==> src/rtl/addr_gen_arbiter_if.sv <==
// Bus between the address requesters / ADDR_GEN and the arbiter.
// The slave modport is the arbiter's view; master is the environment's view.
interface addr_gen_arbiter_if;
  logic [2:0]  iREQ;
  logic [2:0]  iADD_REQ;
  logic [35:0] iOP1;
  logic [35:0] iOP2;
  logic [11:0] iAG_RES;
  logic        oAG_ENABLE;
  logic        oAG_ADD;
  logic [11:0] oAG_OP1;
  logic [11:0] oAG_OP2;
  logic [2:0]  oGNT;
  logic [2:0]  oDONE;
  logic [11:0] oADDR;
  logic        oBUSY;

  modport slave (
    input  iREQ, iADD_REQ, iOP1, iOP2, iAG_RES,
    output oAG_ENABLE, oAG_ADD, oAG_OP1, oAG_OP2, oGNT, oDONE, oADDR, oBUSY
  );

  modport master (
    output iREQ, iADD_REQ, iOP1, iOP2, iAG_RES,
    input  oAG_ENABLE, oAG_ADD, oAG_OP1, oAG_OP2, oGNT, oDONE, oADDR, oBUSY
  );
endinterface

==> src/rtl/addr_gen_arbiter.sv <==
// Round-robin sequencer sharing one asynchronous ADDR_GEN adder among three
// requesters (0 fetch, 1 operand, 2 indirect). Operands are snapshotted at
// grant, the adder is held enabled for SETTLE cycles, then the result is
// registered and returned with a one-cycle done pulse. All outputs are flops.
module addr_gen_arbiter #(
  parameter int unsigned SETTLE = 2
) (
  input  logic                iCLK,
  input  logic                iRST,
  addr_gen_arbiter_if.slave   bus
);

  typedef enum logic [1:0] {
    S_IDLE    = 2'd0,
    S_ISSUE   = 2'd1,
    S_RELEASE = 2'd2
  } state_t;

  // Counter value during the final ISSUE cycle (counter starts at 0).
  localparam logic [3:0] LAST_CNT = 4'(SETTLE - 1);

  state_t      state_q, state_d;
  logic [1:0]  last_q, last_d;
  logic [3:0]  cnt_q, cnt_d;
  logic        en_q, en_d;
  logic        add_q, add_d;
  logic [11:0] op1_q, op1_d;
  logic [11:0] op2_q, op2_d;
  logic [2:0]  gnt_q, gnt_d;
  logic [2:0]  done_q, done_d;
  logic [11:0] addr_q, addr_d;
  logic        busy_q, busy_d;

  logic        any_req;
  logic [1:0]  win;
  logic [1:0]  cand1, cand2, cand3;
  logic [11:0] win_op1, win_op2;
  logic        win_add;

  // Successor of a requester index, modulo 3.
  function automatic logic [1:0] rr_next(input logic [1:0] idx);
    return (idx >= 2'd2) ? 2'd0 : idx + 2'd1;
  endfunction

  // Round-robin winner search starting just after the last granted requester.
  always_comb begin
    cand1   = rr_next(last_q);
    cand2   = rr_next(cand1);
    cand3   = rr_next(cand2);
    any_req = |bus.iREQ;
    if (bus.iREQ[cand1]) begin
      win = cand1;
    end else if (bus.iREQ[cand2]) begin
      win = cand2;
    end else begin
      win = cand3;
    end
  end

  // Operand and add-flag slice belonging to the current winner.
  always_comb begin
    case (win)
      2'd0: begin
        win_op1 = bus.iOP1[11:0];
        win_op2 = bus.iOP2[11:0];
        win_add = bus.iADD_REQ[0];
      end
      2'd1: begin
        win_op1 = bus.iOP1[23:12];
        win_op2 = bus.iOP2[23:12];
        win_add = bus.iADD_REQ[1];
      end
      2'd2: begin
        win_op1 = bus.iOP1[35:24];
        win_op2 = bus.iOP2[35:24];
        win_add = bus.iADD_REQ[2];
      end
      default: begin
        win_op1 = 12'd0;
        win_op2 = 12'd0;
        win_add = 1'b0;
      end
    endcase
  end

  // State register.
  always_ff @(posedge iCLK) begin
    if (iRST) begin
      state_q <= S_IDLE;
    end else begin
      state_q <= state_d;
    end
  end

  // Next-state logic.
  always_comb begin
    state_d = state_q;
    case (state_q)
      S_IDLE: begin
        if (any_req) begin
          state_d = S_ISSUE;
        end else begin
          state_d = S_IDLE;
        end
      end
      S_ISSUE: begin
        if (cnt_q == LAST_CNT) begin
          state_d = S_RELEASE;
        end else begin
          state_d = S_ISSUE;
        end
      end
      S_RELEASE: state_d = S_IDLE;
      default:   state_d = S_IDLE;
    endcase
  end

  // Next values for the registered outputs, grant pointer and settle counter.
  always_comb begin
    last_d = last_q;
    cnt_d  = cnt_q;
    en_d   = en_q;
    add_d  = add_q;
    op1_d  = op1_q;
    op2_d  = op2_q;
    gnt_d  = gnt_q;
    done_d = done_q;
    addr_d = addr_q;
    case (state_q)
      S_IDLE: begin
        if (any_req) begin
          op1_d  = win_op1;
          op2_d  = win_op2;
          add_d  = win_add;
          gnt_d  = 3'b001 << win;
          last_d = win;
          cnt_d  = 4'd0;
          en_d   = 1'b1;
        end else begin
          en_d   = 1'b0;
        end
      end
      S_ISSUE: begin
        cnt_d = cnt_q + 4'd1;
        if (cnt_q == LAST_CNT) begin
          addr_d = bus.iAG_RES;
          done_d = gnt_q;
          en_d   = 1'b0;
        end else begin
          en_d   = 1'b1;
        end
      end
      S_RELEASE: begin
        done_d = 3'b000;
        gnt_d  = 3'b000;
        en_d   = 1'b0;
      end
      default: begin
        done_d = 3'b000;
        gnt_d  = 3'b000;
        en_d   = 1'b0;
      end
    endcase
    busy_d = (state_d != S_IDLE);
  end

  // Output, pointer and counter registers; reset drops any in-flight operation.
  always_ff @(posedge iCLK) begin
    if (iRST) begin
      last_q <= 2'd2;
      cnt_q  <= 4'd0;
      en_q   <= 1'b0;
      add_q  <= 1'b0;
      op1_q  <= 12'o0000;
      op2_q  <= 12'o0000;
      gnt_q  <= 3'b000;
      done_q <= 3'b000;
      addr_q <= 12'o0000;
      busy_q <= 1'b0;
    end else begin
      last_q <= last_d;
      cnt_q  <= cnt_d;
      en_q   <= en_d;
      add_q  <= add_d;
      op1_q  <= op1_d;
      op2_q  <= op2_d;
      gnt_q  <= gnt_d;
      done_q <= done_d;
      addr_q <= addr_d;
      busy_q <= busy_d;
    end
  end

  assign bus.oAG_ENABLE = en_q;
  assign bus.oAG_ADD    = add_q;
  assign bus.oAG_OP1    = op1_q;
  assign bus.oAG_OP2    = op2_q;
  assign bus.oGNT       = gnt_q;
  assign bus.oDONE      = done_q;
  assign bus.oADDR      = addr_q;
  assign bus.oBUSY      = busy_q;

endmodule

==> src/flat_wrapper.sv <==
// flat-port wrapper written by rule: the top's interface ports become plain ports
module addr_gen_arbiter_flat 
#(
  parameter int unsigned SETTLE = 2
)
  (iCLK, iRST, bus_iREQ, bus_iADD_REQ, bus_iOP1, bus_iOP2, bus_iAG_RES, bus_oAG_ENABLE, bus_oAG_ADD, bus_oAG_OP1, bus_oAG_OP2, bus_oGNT, bus_oDONE, bus_oADDR, bus_oBUSY);
  addr_gen_arbiter_if bus_i ();
  input  logic iCLK;
  input  logic iRST;
  input wire logic [$bits(bus_i.iREQ)-1:0] bus_iREQ;
  input wire logic [$bits(bus_i.iADD_REQ)-1:0] bus_iADD_REQ;
  input wire logic [$bits(bus_i.iOP1)-1:0] bus_iOP1;
  input wire logic [$bits(bus_i.iOP2)-1:0] bus_iOP2;
  input wire logic [$bits(bus_i.iAG_RES)-1:0] bus_iAG_RES;
  output wire logic [$bits(bus_i.oAG_ENABLE)-1:0] bus_oAG_ENABLE;
  output wire logic [$bits(bus_i.oAG_ADD)-1:0] bus_oAG_ADD;
  output wire logic [$bits(bus_i.oAG_OP1)-1:0] bus_oAG_OP1;
  output wire logic [$bits(bus_i.oAG_OP2)-1:0] bus_oAG_OP2;
  output wire logic [$bits(bus_i.oGNT)-1:0] bus_oGNT;
  output wire logic [$bits(bus_i.oDONE)-1:0] bus_oDONE;
  output wire logic [$bits(bus_i.oADDR)-1:0] bus_oADDR;
  output wire logic [$bits(bus_i.oBUSY)-1:0] bus_oBUSY;
  assign bus_i.iREQ = bus_iREQ;
  assign bus_i.iADD_REQ = bus_iADD_REQ;
  assign bus_i.iOP1 = bus_iOP1;
  assign bus_i.iOP2 = bus_iOP2;
  assign bus_i.iAG_RES = bus_iAG_RES;
  assign bus_oAG_ENABLE = bus_i.oAG_ENABLE;
  assign bus_oAG_ADD = bus_i.oAG_ADD;
  assign bus_oAG_OP1 = bus_i.oAG_OP1;
  assign bus_oAG_OP2 = bus_i.oAG_OP2;
  assign bus_oGNT = bus_i.oGNT;
  assign bus_oDONE = bus_i.oDONE;
  assign bus_oADDR = bus_i.oADDR;
  assign bus_oBUSY = bus_i.oBUSY;
  addr_gen_arbiter #(.SETTLE(SETTLE)) u_core (.iCLK(iCLK), .iRST(iRST), .bus(bus_i));
endmodule
==> config.mk <==
export PLATFORM = sky130hd
export DESIGN_NAME = addr_gen_arbiter_flat
export DESIGN_NICKNAME = d
export VERILOG_FILES = /design/src/rtl/addr_gen_arbiter_if.sv /design/src/rtl/addr_gen_arbiter.sv /design/src/flat_wrapper.sv
export SDC_FILE = /design/constraint.sdc
export NUM_CORES = 1
export LEC_CHECK = 0
export BUFFER_PORTS_ARGS = -buffer_cell sky130_fd_sc_hd__buf_2
export CAP_MARGIN = 20
export CORE_MARGIN = 2
export CORE_UTILIZATION = 45
export DETAILED_ROUTE_END_ITERATION = 8
export PLACE_DENSITY = 0.93
export SLEW_MARGIN = 25
export SYNTH_ARGS = -nofsm -noshare
export SYNTH_HDL_FRONTEND = slang
export SYNTH_SLANG_ARGS = --single-unit
==> constraint.sdc <==
create_clock -name iCLK -period 2.3 [get_ports iCLK]
set_input_delay 0.115 -clock iCLK [delete_from_list [all_inputs] [get_ports iCLK]]
set_output_delay 0.115 -clock iCLK [all_outputs]
set_load 0.02 [all_outputs]
**Yosys cells after proc, flatten, opt, wreduce, memory -nomap -nowiden**

Cells that the tools add are included.
W data, S select, Z words.

- Eq/ne operators: 6
- Shift operators: 1
- $lt $le $gt $ge: 5
- Bitwise gates (word level): 2
- Multiplexer cells: 24
- $add $sub $neg: 4
- Reduce and logical (&&, ||, !) cells: 10

Operator list:

| kind | count |
|---|---|
| $pmux W12 S3 | 2 |
| $mux W2 | 6 |
| $pmux W3 S2 | 2 |
| $reduce_and A2 Y1 | 5 |
| $pmux W4 S2 | 1 |
| $add A2 B1 Y2 const B | 3 |
| $ge A2 B2 Y1 const B | 3 |
| $lt A2 B3 Y1 const B | 2 |
| $mux W3 | 2 |
| $mux W1 | 5 |
| $add A4 B1 Y4 const B | 1 |
| $bmux W1 S2 | 2 |
| $eq A2 B1 Y1 const B | 2 |
| $eq A4 B1 Y1 const B | 1 |
| $logic_not A2 Y1 | 2 |
| $mux W4 | 1 |
| $ne A2 B1 Y1 const B | 2 |
| $pmux W2 S2 | 1 |
| $reduce_bool A2 Y1 | 2 |
| $pmux W1 S3 | 1 |
| $reduce_or A3 Y1 | 1 |
| $shl A1 B2 Y3 const A | 1 |
| $eq A2 B2 Y1 const B | 1 |
| $not A1 Y1 | 2 |
| $pmux W1 S2 | 1 |

- Register bits: 53
- Bits of input ports: 92
- Output and inout port bits: 45
- Logic and storage cells: 63

**Depth between registers and ports, before layout**

Gate-level depths: netlist of the first run.

- Depth in word-level cells: 11
- Gate-level depth with buffers: 9
- Mapped depth without buffers: 6

**Worst setup path before layout of the first run**

No wires, ideal clock.

- Kind: register -> register
- Start: reg u_core.state_q[0]
- End: reg u_core.addr_q[0] (netlist: u_core.bus.oADDR[0])
- Setup slack: 0.637 ns
- Required time: 2.172 ns
- Setup time: 0.128 ns
- Buffers on the path: 4
- Data arrival time: 1.536 ns
- Clock period less this slack: 1.663 ns
- Cell stages (with the launch flop): 9
- Cell sequence: dfxtp_1 > buf_6 > and4bb_1 > buf_4 > and2_1 > buf_2 > buf_6 > mux2i_1 > nor2_1

- Longest elaborated chain between the ends: 2

RTL lines:

| element | line | source |
|---|---|---|
| from (decl) | addr_gen_arbiter.sv:22 | `state_t state_q, state_d;` |
| from (signal assigned) | addr_gen_arbiter.sv:91 | `state_q <= state_d;` |
| $eq A2 B1 Y1 | addr_gen_arbiter.sv:129 | `case (state_q)` |
| $reduce_and A2 Y1 (no source line) | -- |  |
| to (signal assigned) | addr_gen_arbiter.sv:189 | `addr_q <= addr_d;` |
| to (decl) | addr_gen_arbiter.sv:31 | `logic [11:0] addr_q, addr_d;` |

No other way between the ends.
A chain may end at the register's enable or synchronous reset.

**Worst setup path in the final report of the first run**

- Start: reg u_core.last_q[0]
- End: reg u_core.op1_q[1] (netlist: u_core.bus.oAG_OP1[1])

- Longest elaborated chain between the ends: 10
- Elaborated cells on any way between the ends: 19
- Those cells by class: add/sub: 3; order compare: 3; eq/ne: 2; mux: 10; reduce/logical: 1

RTL lines:

| element | line | source |
|---|---|---|
| from (decl) | addr_gen_arbiter.sv:23 | `logic [1:0] last_q, last_d;` |
| from (signal assigned) | addr_gen_arbiter.sv:181 | `last_q <= last_d;` |
| $add A2 B1 Y2 / $ge A2 B2 Y1 (equally long branches) | addr_gen_arbiter.sv:42 | `return (idx >= 2'd2) ? 2'd0 : idx + 2'd1;` |
| $mux W2 * | addr_gen_arbiter.sv:42 |  |
| $add A2 B1 Y2 / $ge A2 B2 Y1 (equally long branches) | addr_gen_arbiter.sv:42 |  |
| $mux W2 | addr_gen_arbiter.sv:42 |  |
| $add A2 B1 Y2 (tied with other cells) | addr_gen_arbiter.sv:42 |  |
| $mux W2 / $mux W1 (equally long branches) | addr_gen_arbiter.sv:42, addr_gen_arbiter.sv:53 |  |
| $mux W2 | addr_gen_arbiter.sv:53 | `end else if (bus.iREQ[cand2]) begin` |
| $mux W2 * | addr_gen_arbiter.sv:51 | `if (bus.iREQ[cand1]) begin` |
| $eq A2 B2 Y1 (tied with other cells) | addr_gen_arbiter.sv:62 | `case (win)` |
| $pmux W12 S3 * | addr_gen_arbiter.sv:62 |  |
| to (signal assigned) | addr_gen_arbiter.sv:185 | `op1_q <= op1_d;` |
| to (decl) | addr_gen_arbiter.sv:27 | `logic [11:0] op1_q, op1_d;` |

Every way passes the cells marked *; elsewhere a longest branch is shown, timed or not. The select of a mux whose other input is x is not followed.

==> flow_metrics.tcl, run 1 <==
set metrics [dict create \
    via_count_of_the_first_global_routing_pass 2536 \
    synth_edf_count 0 \
    chipWidth_um 78.8 \
    cts.sinks 52 \
    detail_route.drc_violations 0 \
    layout-drive-gt1-share 0.397 \
    route.top_layer_used "met4" \
    cts_buffers 5 \
    worst_slew_margin_rel 0.573 \
    layout.nets 514 \
    hold_class "input pin to flop" \
    groute.usage.overall 0.231 \
    routed-wl-met3_um 696 \
    wire_length_of_the_first_global_routing_pass_um 11500 \
    syn_to_final_growth_pct 30.7 \
    postCtsHoldBufs 0 \
    ir_drop_v 0.000289 \
    leakagePower_uw 0.00151 \
    post_synth_instance_area_sq_um 2520 \
    die_area_sq_um 6210 \
    rsz0062_at_grt "false" \
    ys_async_sr_fraction 0 \
    wl_met1_um 2860 \
    fin_tns_setup_ns 0 \
    detail_route.vias_per_cell 5.48 \
    postCtsSetupBuffers 0 \
    tritoncts "yes" \
    final_period_minus_worst_setup_slack_ns 1.80 \
    root_buffer "clkbuf_8" \
    synth_seq_cells 52 \
    maxCapViolCount 0 \
    postRouteWirelength_um 7180 \
    coreArea_sq_um 5440 \
    post_cts_resize_count 0 \
    wl_per_cell_um 14.6 \
    max_slew.worst_pin.slew_ns 0.641 \
    drv_slew 0 \
    drtAntennaViolNets 0 \
    post_synth_num_cell_types 38 \
    yosys_most_used_dff "dfxtp_1" \
    hold_viol 0 \
    clock_latency_ns 0.30 \
    status "finished, final reports clean" \
    grt_antenna_before_repair 0 \
    regArea_sq_um 1040 \
    number_of_nets_produced_by_synthesis 385 \
    worstSetupPathType "flop to flop" \
    antenna-diode-count 0 \
    critical_path.startpoint_type "flop" \
    cts.htree.levels 2 \
    dp_hpwl_um 5180 \
    drt_pass1_iterations 5 \
    synthesis.yosys.warnings 0 \
    area_occupied_by_multi_input_gates_sq_um 1270 \
    finClkSkew_ns 0.00268 \
    rows 27 \
    r2r_cells 4 \
    mostFrequentLayoutCell "buf_2" \
    critical_path_endpoint_category "flop" \
    pwr_density_cell_nw_per_um2 658 \
    ys_seq_area_frac 0.414 \
    globalRoute.totalOverflow 0 \
    ios 137 \
    setup_viol 0 \
    buffer_ports.inserted 136 \
    commonest_cells_after_routing_fill_and_taps_aside "136 x buf_2, 52 x dfxtp_1, 50 x nor2_1" \
    netlist_instances 291 \
    layout.filler_cells 486 \
    holdPathStages 3 \
    globalplace.congestion 0.800 \
    route.vias.total 2704 \
    avgSynthCellArea_sq_um 8.65 \
    fmax_ghz 0.556 \
    critical_path_required_time_ns 2.52 \
    final_min_period_over_clock_period 0.782 \
    route.met2.wl_um 3550 \
    whs_ns 0.0464 \
    ctsLongestPathBuffers 2 \
    grt_start_max_net_pins 28 \
    dieHeight_um 78.8 \
    number_of_drc_markers_after_the_initial_detailed_route_iteration 153 \
    clkSlewWorstSetupHoldPaths_ns 0.09 \
    largest_fanout_on_the_critical_path 27 \
    floorplan.initialDensity 0.463 \
    arrival_ns 2.02 \
]
-- routing by layer --
layer | track usage | vias to the layer above
li1 | - | 1311
met1 | 0.273 | 1254
met2 | 0.414 | 133
met3 | 0.0568 | 6
met4 | 0.0684 | 0
met5 | 0 | -
-- cells in the mapped netlist (all sizes together) (2+ instances only) --
| cell type | count | area share |
|---|---|---|
| nor4 | 2 | 0.011 |
| dfxtp | 52 | 0.41 |
| a311oi | 25 | 0.089 |
| nand2b | 3 | 0.010 |
| nor3 | 4 | 0.012 |
| clkbuf | 10 | 0.017 |
| nand2 | 4 | 0.0060 |
| a21oi | 31 | 0.063 |
| nor2 | 50 | 0.075 |
| inv | 6 | 0.0089 |
| buf | 16 | 0.057 |
| nand3 | 27 | 0.059 |
| mux2i | 15 | 0.060 |
| a211oi | 2 | 0.0060 |
| o211ai | 2 | 0.0080 |
| o21ai | 31 | 0.063 |
| ha | 2 | 0.0099 |
-- where the power goes --
part	total (uW)	internal, uW	switching, uW
Clock	528	246	282
Sequential	1030	978	50.9
Combinational	606	241	365
Total	2160	1460	699
-- registers in the layout, summed over array words and instances, names as in the netlist --
signal,count
u_core.bus.oAG_OP2,12
u_core.bus.oBUSY,1
u_core.last_q,2
u_core.state_q,2
u_core.bus.oGNT,3
u_core.bus.oAG_OP1,12
u_core.bus.oAG_ADD,1
u_core.bus.oADDR,12
u_core.bus.oDONE,3
u_core.cnt_q,4
-- kinds of logic (layout without fill, tap and decap cells) --
kind of cell,Yosys count,in the layout,share of synthesized area
multiplexers,15,15,0.0596
buffers and inverters,32,162,0.0825
flip-flops,52,52,0.414
AND/OR/NAND/NOR,96,96,0.193
adder cells (fa/ha/maj),2,2,0.00994
AO/OA/AOI/OAI,94,94,0.241
-- final timing paths --
kind / slack [ns] / startpoint / end
worst max-delay path: 0.50 / u_core.last_q[0]$_SDFFE_PP0P_ / u_core.bus.oAG_OP1[1]$_SDFFE_PP0P_
worst min-delay path: 0.05 / bus_iAG_RES[11] / u_core.bus.oADDR[11]$_SDFFE_PP0P_
worst max register to register: 0.50 / u_core.last_q[0]$_SDFFE_PP0P_ / u_core.bus.oAG_OP1[1]$_SDFFE_PP0P_
worst min register to register: 0.50 / u_core.bus.oADDR[11]$_SDFFE_PP0P_ / u_core.bus.oADDR[11]$_SDFFE_PP0P_
-- final cells by class --
| type | instances | share of cell area |
|---|---|---|
| repair buffers | 148 | 0.234 |
| well taps | 72 | 0.0274 |
| clock buffers | 8 | 0.0274 |
| flip-flops and latches | 52 | 0.316 |
| inverters | 6 | 0.00685 |
| multi-input cells | 207 | 0.388 |
-- worst max-delay path, cell delays in order, from the launching register on --
cell	delay, ns
dfxtp_1	0.46
nand2b_1	0.18
a31o_2	0.58
a21oi_1	0.19
a311oi_1	0.28
-- per-stage QoR --
| step | power [uW] | utilization | instances | worst slack, ns | cell area, sq um |
|---|---|---|---|---|---|
| final | 2160 | 0.605 | 493 | 0.501 | 3290 |
| after global routing | 2290 | 0.605 | 493 | 0.337 | 3290 |
| after CTS | 2180 | 0.605 | 493 | 0.534 | 3290 |
| after detailed placement | 1650 | 0.588 | 485 | 0.537 | 3200 |
| after global placement | 1640 | 0.588 | 485 | 0.625 | 3200 |
| after floorplan | 1450 | - | 291 | 0.637 | 2520 |
Note: power is estimated with default switching activity, not from simulation.
==> inputs of run 2 (changes only) <==
CORE_UTILIZATION = 40   (was 45)
PLACE_DENSITY = 0.88   (was 0.93)
clock period = 1.61 ns   (was 2.3 ns; I/O delays follow)
==> flow_metrics.tcl, run 2 (same netlist as run 1, synthesis figures left out) <==
set metrics [dict create \
    syn_to_final_growth_pct 33.4 \
    dieHeight_um 83.3 \
    whs_ns 0.0104 \
    final_period_minus_worst_setup_slack_ns 1.49 \
    grt_antenna_before_repair 0 \
    pwr_density_cell_nw_per_um2 972 \
    drv_slew 0 \
    internal_power_uw 2220 \
    holdPathStages 3 \
    worst_slew_margin_rel 0.672 \
    tritoncts "yes" \
    commonest_cells_after_routing_fill_and_taps_aside "136 x buf_2, 50 x nor2_1, 48 x dfxtp_1" \
    wire_length_of_the_first_global_routing_pass_um 12700 \
    worstReg2RegEnd "u_core.bus.oADDR[1]$_SDFFE_PP0P_" \
    drt_pass1_iterations 4 \
    hold_viol 0 \
    floorplan.initialDensity 0.420 \
    finClkSkew_ns 0.00996 \
    antenna-diode-count 0 \
    critical_path_required_time_ns 1.80 \
    clock_power_share 0.275 \
    dp_hpwl_um 5670 \
    worst_path_max_delay_cell "dfxtp_1" \
    number_of_drc_markers_after_the_initial_detailed_route_iteration 157 \
    rows 28 \
    drtAntennaViolNets 0 \
    critical_path.startpoint_type "flop" \
    rsz0062_at_grt "false" \
    worstSetupPathType "flop to flop" \
    final_min_period_over_clock_period 0.928 \
    wl_per_cell_um 15.5 \
    globalplace.congestion 0.766 \
    maxCapViolCount 0 \
    critical_path_endpoint_category "flop" \
    ios 137 \
    ctsLongestPathBuffers 2 \
    crit_path_max_incr_delay_ns 0.38 \
    buffer_ports.inserted 136 \
    groute.usage.overall 0.219 \
    chipWidth_um 83.3 \
    timing.critical_path.cells "inv_1 > ha_1 > and4bb_1 > and2_1 > buf_12 > mux2i_1 > nor2_1" \
    detail_route.drc_violations 0 \
    ff2ff_setup_slack_ns 0.12 \
    hold_path_startpoint "bus_iAG_RES[7]" \
    globalRoute.totalOverflow 0 \
    switching_share 0.321 \
    power.share.sequential 0.451 \
    mostFrequentLayoutCell "buf_2" \
    setup_viol 0 \
    r2r_cells 7 \
    power.share.combinational 0.274 \
    via_count_of_the_first_global_routing_pass 2803 \
    grt_start_max_net_pins 31 \
    hold_class "input pin to flop" \
    ir_drop_v 0.000439 \
    cts.sinks 52 \
    die_area_sq_um 6940 \
    fin_tns_setup_ns 0 \
    reg2reg_from "u_core.cnt_q[1]$_SDFFE_PP0P_" \
    coreArea_sq_um 5990 \
    clkSlewWorstSetupHoldPaths_ns 0.10 \
    cts_buffers 5 \
    route.vias.total 2747 \
    largest_fanout_on_the_critical_path 12 \
    max_slew.worst_pin.slew_ns 0.488 \
    layout.nets 516 \
    fmax_ghz 0.670 \
    clock_latency_ns 0.31 \
    arrival_ns 1.68 \
    status "finished, final reports clean" \
    leakagePower_uw 0.00154 \
    cts.htree.levels 2 \
    layout.core_utilization 0.561 \
    postRouteWirelength_um 7730 \
    detail_route.vias_per_cell 5.52 \
    p_switching_uw 1050 \
    root_buffer "clkbuf_8" \
    layout-drive-gt1-share 0.414 \
    min_delay_worst_endpoint "u_core.bus.oADDR[7]$_SDFFE_PP0P_" \
]
run 2: what timing repair did:
item                                    in CTS  in global routing
hold buffers                                 0                  0
setup buffers                                0                  0
endpoints found under the setup margin       0                 11
resized for setup                            0                  3
run 2: power groups by stage:
stage               sequential, uW  combinational (uW)  clock [uW]
floorplan                     1610                 455           0
global placement              1490                 866           0
detailed placement            1500                 892           0
CTS                           1470                 895         918
global route                  1490                 977         966
finish                        1470                 895         899
run 2: critical path, delay by kind of cell, from the launching register on:
family                     cells  cell delay (ns)
adders and majority gates      1             0.18
buffers and inverters          2             0.22
muxes                          1             0.16
and+or+nand+nor                3             0.43
DFF                            1             0.38
run 2: worst max-delay path by stage:
stage          cells past startpoint                                  to                          start  slack [ns]
2_1_floorplan                      9    u_core.bus.oADDR[0]$_SDFFE_PP0P_   u_core.cnt_q[1]$_SDFFE_PP0P_        0.02
3_3_place_gp                       5  u_core.bus.oAG_OP2[2]$_SDFFE_PP0P_  u_core.last_q[0]$_SDFFE_PP0P_        0.18
3_5_place_dp                       5  u_core.bus.oAG_OP2[6]$_SDFFE_PP0P_  u_core.last_q[0]$_SDFFE_PP0P_        0.07
4_1_cts                            5  u_core.bus.oAG_OP2[6]$_SDFFE_PP0P_  u_core.last_q[0]$_SDFFE_PP0P_        0.06
5_1_grt                            7    u_core.bus.oADDR[1]$_SDFFE_PP0P_   u_core.cnt_q[1]$_SDFFE_PP0P_        0.03
6_report                           7    u_core.bus.oADDR[1]$_SDFFE_PP0P_   u_core.cnt_q[1]$_SDFFE_PP0P_        0.12
run 2: metrics by stage:
| step | power [uW] | instance area [sq um] | instances | setup WS (ns) |
|---|---|---|---|---|
| after floorplan | 2070 | 2520 | 291 | 0.0186 |
| after global placement | 2360 | 3240 | 490 | 0.176 |
| after detailed placement | 2390 | 3240 | 490 | 0.0671 |
| after CTS | 3280 | 3360 | 498 | 0.0624 |
| after global routing | 3430 | 3360 | 498 | 0.0325 |
| final | 3270 | 3360 | 498 | 0.117 |
run 2: cell type report:
type	instances	area, sq um
clock buffer	5	68.8
clock inverter	3	42.5
timing repair buffer	150	811
sequential	52	1050
fill	547	2630
inverter	6	22.5
multi-input combinational	207	1270
tap	75	93.8
run 2: layer usage:
metal / GRT usage / up-vias / part of all wire
met4: 0.0626 / 0 / 0.010
met1: 0.257 / 1279 / 0.41
met2: 0.394 / 140 / 0.50
li1: - / 1319 / -
met3: 0.0517 / 9 / 0.081
met5: 0 / - / 0
